<file path="config.mk">
export PLATFORM = sky130hd
export DESIGN_NAME = hwpf_stride_arb
export DESIGN_NICKNAME = d
export VERILOG_FILES = /design/src/rtl/hpdcache_pkg.sv /design/src/rtl/hwpf_stride_pkg.sv /design/src/rtl/hwpf_rr_arbiter.sv /design/src/rtl/hwpf_stride_arb.sv
export SDC_FILE = /design/constraint.sdc
export NUM_CORES = 1
export LEC_CHECK = 0
export BUFFER_PORTS_ARGS = -buffer_cell sky130_fd_sc_hd__buf_2
export CORE_AREA = 2 2 125 127
export CTS_CLUSTER_DIAMETER = 200
export CTS_CLUSTER_SIZE = 20
export DETAILED_ROUTE_END_ITERATION = 7
export DIE_AREA = 0 0 127 129
export PLACE_DENSITY_LB_ADDON = 0.05
export SKIP_LAST_GASP = 1
export SLEW_MARGIN = 20
export SYNTH_ARGS = -nofsm -noshare
export SYNTH_HDL_FRONTEND = slang
export SYNTH_HIERARCHICAL = 1
export SYNTH_SLANG_ARGS = --single-unit
</file>
<file path="constraint.sdc">
create_clock -name clk_i -period 5.65 [get_ports clk_i]
set_input_delay 1.4125 -clock clk_i [delete_from_list [all_inputs] [get_ports clk_i]]
set_output_delay 1.4125 -clock clk_i [all_outputs]
set_load 0.05 [all_outputs]
</file>
<file path="src/rtl/hpdcache_pkg.sv">
// Request/response payload types of the HPDcache core request port.
package hpdcache_pkg;

    localparam int unsigned HPDCACHE_PA_WIDTH           = 32;
    localparam int unsigned HPDCACHE_WORD_WIDTH         = 32;
    localparam int unsigned HPDCACHE_REQ_SRC_ID_WIDTH   = 3;
    localparam int unsigned HPDCACHE_REQ_TRANS_ID_WIDTH = 4;

    typedef logic [HPDCACHE_REQ_SRC_ID_WIDTH-1:0]   hpdcache_req_sid_t;
    typedef logic [HPDCACHE_REQ_TRANS_ID_WIDTH-1:0] hpdcache_req_tid_t;

    typedef enum logic [1:0] {
        HPDCACHE_REQ_LOAD     = 2'd0,
        HPDCACHE_REQ_STORE    = 2'd1,
        HPDCACHE_REQ_PREFETCH = 2'd2,
        HPDCACHE_REQ_CMO      = 2'd3
    } hpdcache_req_op_t;

    typedef struct packed {
        logic [HPDCACHE_PA_WIDTH-1:0] addr;
        hpdcache_req_op_t             op;
        logic [2:0]                   size;
        hpdcache_req_sid_t            sid;
        hpdcache_req_tid_t            tid;
        logic                         need_rsp;
    } hpdcache_req_t;

    typedef struct packed {
        logic [HPDCACHE_WORD_WIDTH-1:0] rdata;
        hpdcache_req_sid_t              sid;
        hpdcache_req_tid_t              tid;
        logic                           error;
    } hpdcache_rsp_t;

endpackage

</file>
<file path="src/rtl/hwpf_stride_pkg.sv">
// Shared types and elaboration helpers for the hwpf_stride prefetcher cluster.
package hwpf_stride_pkg;

    import hpdcache_pkg::*;

    localparam int unsigned       HWPF_NUM_ENGINES = 4;
    localparam hpdcache_req_sid_t HWPF_SID_DEFAULT = '0;

    // Engine index width; a single engine still needs one bit.
    function automatic int unsigned hwpf_id_width(input int unsigned n);
        return (n > 1) ? $clog2(n) : 1;
    endfunction

    // Every engine index must fit in the cache transaction id.
    function automatic bit hwpf_params_ok(input int unsigned n_eng, input int unsigned inflight_max);
        return (n_eng >= 1) && (n_eng <= (1 << HPDCACHE_REQ_TRANS_ID_WIDTH)) && (inflight_max >= 1);
    endfunction

    typedef logic [hwpf_id_width(HWPF_NUM_ENGINES)-1:0] hwpf_engine_id_t;

endpackage

</file>
<file path="src/rtl/hwpf_rr_arbiter.sv">
// Generic N-way round-robin arbiter: one-hot grant from the pointer onward,
// pointer moves past the winner when en_i is high.
module hwpf_rr_arbiter
    import hwpf_stride_pkg::*;
#(
    parameter  int unsigned N     = 4,
    localparam int unsigned IDX_W = hwpf_id_width(N)
) (
    input  logic             clk_i,
    input  logic             rst_ni,
    input  logic [N-1:0]     req_i,
    input  logic             en_i,
    output logic [N-1:0]     gnt_c,
    output logic [IDX_W-1:0] gnt_idx_c,
    output logic             gnt_any_c
);

    logic [IDX_W-1:0] ptr_q;
    logic [IDX_W-1:0] ptr_nxt_c;

    always_comb begin
        int unsigned idx;
        int unsigned nxt;
        gnt_c     = '0;
        gnt_idx_c = '0;
        gnt_any_c = 1'b0;
        idx       = 0;
        for (int unsigned k = 0; k < N; k++) begin
            idx = 32'(ptr_q) + k;
            if (idx >= N) idx = idx - N;
            if (!gnt_any_c && req_i[IDX_W'(idx)]) begin
                gnt_any_c = 1'b1;
                gnt_idx_c = IDX_W'(idx);
            end
        end
        if (gnt_any_c) gnt_c[gnt_idx_c] = 1'b1;
        nxt = 32'(gnt_idx_c) + 1;
        if (nxt >= N) nxt = 0;
        ptr_nxt_c = IDX_W'(nxt);
    end

    always_ff @(posedge clk_i or negedge rst_ni) begin
        if (!rst_ni) begin
            ptr_q <= '0;
        end else if (en_i) begin
            ptr_q <= ptr_nxt_c;
        end
    end

endmodule

</file>
<file path="src/rtl/hwpf_stride_arb.sv">
// Merges the hwpf_stride engines onto the HPDcache prefetch port: round-robin
// grant into a one-entry output register, tid demux of responses, inflight cap.
module hwpf_stride_arb
    import hpdcache_pkg::*;
    import hwpf_stride_pkg::*;
#(
    parameter int unsigned       NUM_HW_PREFETCH = HWPF_NUM_ENGINES,
    parameter hpdcache_req_sid_t HWPF_SID        = HWPF_SID_DEFAULT,
    parameter int unsigned       INFLIGHT_MAX    = 15
) (
    input  logic                       clk_i,
    input  logic                       rst_ni,
    input  logic [NUM_HW_PREFETCH-1:0] hwpf_req_valid_i,
    output logic [NUM_HW_PREFETCH-1:0] hwpf_req_ready_o,
    input  hpdcache_req_t              hwpf_req_i [NUM_HW_PREFETCH],
    output logic [NUM_HW_PREFETCH-1:0] hwpf_rsp_valid_o,
    output hpdcache_rsp_t              hwpf_rsp_o,
    output logic                       hpdcache_req_valid_o,
    input  logic                       hpdcache_req_ready_i,
    output hpdcache_req_t              hpdcache_req_o,
    input  logic                       hpdcache_rsp_valid_i,
    input  hpdcache_rsp_t              hpdcache_rsp_i,
    output logic                       busy_o
);

    localparam int unsigned ID_W  = hwpf_id_width(NUM_HW_PREFETCH);
    localparam int unsigned CNT_W = $clog2(INFLIGHT_MAX + 1);
    localparam int unsigned OCC_W = CNT_W + 1;

    if (!hwpf_params_ok(NUM_HW_PREFETCH, INFLIGHT_MAX)) begin : g_param_check
        $error("hwpf_stride_arb: NUM_HW_PREFETCH/INFLIGHT_MAX out of range");
    end

    logic                       out_valid_q;
    hpdcache_req_t              out_req_q;
    logic [CNT_W-1:0]           inflight_cnt_q;

    logic                       cache_hs_c;
    logic                       rsp_dec_c;
    logic [OCC_W-1:0]           occupancy_c;
    logic                       can_accept_c;
    logic                       grant_c;
    logic [NUM_HW_PREFETCH-1:0] arb_gnt_c;
    logic [ID_W-1:0]            arb_idx_c;
    logic                       arb_any_c;
    hpdcache_req_t              grant_req_c;

    assign cache_hs_c  = out_valid_q && hpdcache_req_ready_i;
    assign rsp_dec_c   = hpdcache_rsp_valid_i && (inflight_cnt_q != '0);

    // The buffered request counts toward the cap so its handshake can never overflow the counter.
    assign occupancy_c  = OCC_W'(inflight_cnt_q) + OCC_W'(out_valid_q);
    assign can_accept_c = rst_ni && (!out_valid_q || hpdcache_req_ready_i)
                       && ((occupancy_c < OCC_W'(INFLIGHT_MAX)) || rsp_dec_c);
    assign grant_c      = can_accept_c && arb_any_c;

    hwpf_rr_arbiter #(
        .N (NUM_HW_PREFETCH)
    ) u_rr_arbiter (
        .clk_i     (clk_i),
        .rst_ni    (rst_ni),
        .req_i     (hwpf_req_valid_i),
        .en_i      (grant_c),
        .gnt_c     (arb_gnt_c),
        .gnt_idx_c (arb_idx_c),
        .gnt_any_c (arb_any_c)
    );

    assign hwpf_req_ready_o = can_accept_c ? arb_gnt_c : '0;

    always_comb begin
        grant_req_c     = hwpf_req_i[arb_idx_c];
        grant_req_c.tid = HPDCACHE_REQ_TRANS_ID_WIDTH'(arb_idx_c);
        grant_req_c.sid = HWPF_SID;
    end

    always_ff @(posedge clk_i or negedge rst_ni) begin
        if (!rst_ni) begin
            out_valid_q <= 1'b0;
            out_req_q   <= '0;
        end else if (grant_c) begin
            out_valid_q <= 1'b1;
            out_req_q   <= grant_req_c;
        end else if (hpdcache_req_ready_i) begin
            out_valid_q <= 1'b0;
        end
    end

    always_ff @(posedge clk_i or negedge rst_ni) begin
        if (!rst_ni) begin
            inflight_cnt_q <= '0;
        end else if (cache_hs_c && !rsp_dec_c) begin
            inflight_cnt_q <= inflight_cnt_q + CNT_W'(1);
        end else if (!cache_hs_c && rsp_dec_c) begin
            inflight_cnt_q <= inflight_cnt_q - CNT_W'(1);
        end
    end

    for (genvar j = 0; j < NUM_HW_PREFETCH; j++) begin : g_rsp_demux
        assign hwpf_rsp_valid_o[j] = rst_ni && hpdcache_rsp_valid_i
                                  && (hpdcache_rsp_i.tid == HPDCACHE_REQ_TRANS_ID_WIDTH'(j));
    end

    assign hwpf_rsp_o           = hpdcache_rsp_i;
    assign hpdcache_req_valid_o = out_valid_q;
    assign hpdcache_req_o       = out_req_q;
    assign busy_o               = out_valid_q || (inflight_cnt_q != '0);

endmodule
</file>
==> impl_metrics.toml <==
[status]
run_status = "completed"

[logic_synthesis]
synth_common_cells = "dfrtp_1, buf_4, mux2_4, mux4_2, ha_1"
synth_edf_count = 0
syn_area_per_cell_um2 = 14.0
yosysWarnings = 6
synth_top_cell_by_area = "dfrtp_1"
ys_types = 39
synth_seq_cells = 47
async_flop_share_pct = 100
seq_area_frac_synth_pct = 32.1
synth_cells = 261
synth_top_cell_area_share_pct = 32.1
synth.area.top_cells = "dfrtp_1, mux4_2, mux2_4"
synth_most_common_cell = "dfrtp_1"
synthFlopType = "dfrtp_1"
synth.cell_area_um2 = 3660

[clock_network]
cts_buffer_depth = 2
cts_sinks = 47
cts.reportedPaths.clkPinSlew_ns = 0.07
cts_max_level = 2
cts_tree = "built"
post_cts_buffers = 0
numCtsBuffers = 5
ctsResizeCount = 0
postCtsHoldBufs = 0
clock-root-buffer = "clkbuf_16"
clock_latency_ns = 0.30

[detailed_routing]
post-route-drc-count = 0
wl_mm = 10.6
post_drt_wl_per_cell_um = 17.0
vias = 2758
vias_per_cell = 4.41
ant_nets = 0
drt_iter0_markers = 91
drt-pass1-iter-count = 4

[cells_and_area]
final_area_um2 = 4750
areaGrowthSynthToFinish_pct = 29.8
multi_input_area_um2 = 2050
finish.net_count = 674
area.sequential_um2 = 1180
final_cell_count_no_fill = 625
drive_gt1_share_pct = 73.5
antenna_cells = 0
fill_cells = 1532

[setup_path]
path_max_fanout = 11
startpoint_type = "input port"
endpoint_kind = "output pin"
slowest_delay_ns = 0.60
startpoint = "hwpf_req_valid_i[3]"
cpMostUsedCell = "buf_2"
cp_cell_sequence = "buf_2 > nor2b_1 > a21o_1 > a221oi_4 > ha_1 > and2b_2 > and2_1 > buf_2"
crit_arrival_ns = 3.22
r2r-start = "inflight_cnt_q[0]$_DFFE_PN0P_"
critPathBufInv = 2
crit_type = "input port to output pin"
critPathTopFamily = "compound AO/OA/AOI/OAI gates"
slowest_stage = "a221oi_4"
cp.required_ns = 4.24

[floorplan]
die-area_um2 = 16400
ios = 323
die_h_um = 129
initial_core_util_pct = 24.5
rows = 45
core_um2 = 15000
die_w_um = 127

[sta]
tns_ns = 0
relSlewSlack_pct = 54.9
fmax_mhz = 216
fin_skew_ns = 0.00499
period_needed_ns = 4.63
grt_setup_unrepaired = "no"
finalSetupViolations = 0
slew_violations = 0
hold_viol = 0
tightestPinTransition_ns = 0.676
layout_setup_ws_ns = 1.02
min_period_over_period_pct = 82.0

[min_path]
hp-class = "register to register"
hp-start = "hpdcache_req_o[20]$_DFFE_PN0P_"

[flow_run]
drv_cap = 0

[power]
p_per_area_nw_per_um2 = 555
p_leak_nw = 2.40
p_total_mw = 2.64
peakVddDrop_uv = 165

[global_routing]
grt_pass1_wl_mm = 15.3
grt_pass1_vias = 2824
overflow = 0
grt_usage_pct = 12.4
antenna_found_initial = 0
grt_max_degree = 32

[place]
placed_area_um2 = 4600
dp_slack_ns = 0.982
dp_hpwl_mm = 8.47
io_buffer_count = 217
dp.cells = 617
gp_congestion = 0.699
-- flip-flops by register name, summed over array words and instances, names as in the netlist --
register and flops:
inflight_cnt_q 4, hpdcache_req_valid_o 1, u_rr_arbiter/ptr_q 2, hpdcache_req_o 40
-- power breakdown --
| part | switching [mW] | internal, mW | leakage (nW) |
|---|---|---|---|
| Sequential | 0.119 | 0.510 | 0.552 |
| Clock | 0.141 | 0.177 | 0.0731 |
| Combinational | 0.995 | 0.698 | 1.77 |
| Total | 1.25 | 1.38 | 2.40 |
-- stage by stage --
stage / util (%) / hold slack (ns)
final: 31.7 / 0.505
after global routing: 31.7 / 0.518
after floorplan: - / 0.523
after global placement: 30.7 / 0.487
after CTS: 31.7 / 0.510
after detailed placement: 30.7 / 0.489
-- placed cells by master (no fill, tap or decap), drive strengths merged, types with 4 or more instances in the layout --
master / instances
and2b: 4
xnor2: 4
nand2b: 4
clkbuf: 6
dfrtp: 47
nor2: 6
conb: 5
nand2: 6
and2: 5
buf: 222
mux2: 42
mux4: 38
ha: 9
a21oi: 5
inv: 5
-- cells by family after synthesis --
| family | share of synthesized area, % |
|---|---|
| AO/OA/AOI/OAI | 3.79 |
| XOR/XNOR | 0.956 |
| AND/OR/NAND/NOR | 5.87 |
| multiplexers | 40.4 |
| adder cells (fa/ha/maj) | 3.62 |
| buffers and inverters | 13.1 |
| other | 0.102 |
| flip-flops | 32.1 |
-- worst paths after layout --
check / slack, ns / endpoint / cells past startpoint
setup / recovery: 1.02 / hwpf_req_ready_o[3] / 8
hold / removal: 0.50 / hpdcache_req_o[20]$_DFFE_PN0P_ / 1
setup reg to reg: 2.78 / hpdcache_req_o[25]$_DFFE_PN0P_ / 7
hold reg to reg: 0.50 / hpdcache_req_o[20]$_DFFE_PN0P_ / 1
max in group asynchronous: 3.75 / hpdcache_req_o[39]$_DFFE_PN0P_ / 2
min in group asynchronous: 1.07 / hpdcache_req_valid_o$_DFFE_PN0P_ / 1
-- final cells by class --
type	instances	share of cell area [%]
clock buffers	6	2.92
repair buffers	222	23.6
clock inverters	2	0.342
inverters	5	0.395
well taps	188	4.95
multi-input cells	155	43.0
flip-flops and latches	47	24.7
-- layer usage --
layer | routed length (um) | track usage (%)
met1 | 3730 | 13.1
met2 | 5870 | 23.2
met3 | 859 | 3.41
met4 | 190 | 5.37
met5 | 0 | 0
(Power assumes the default switching activity.)
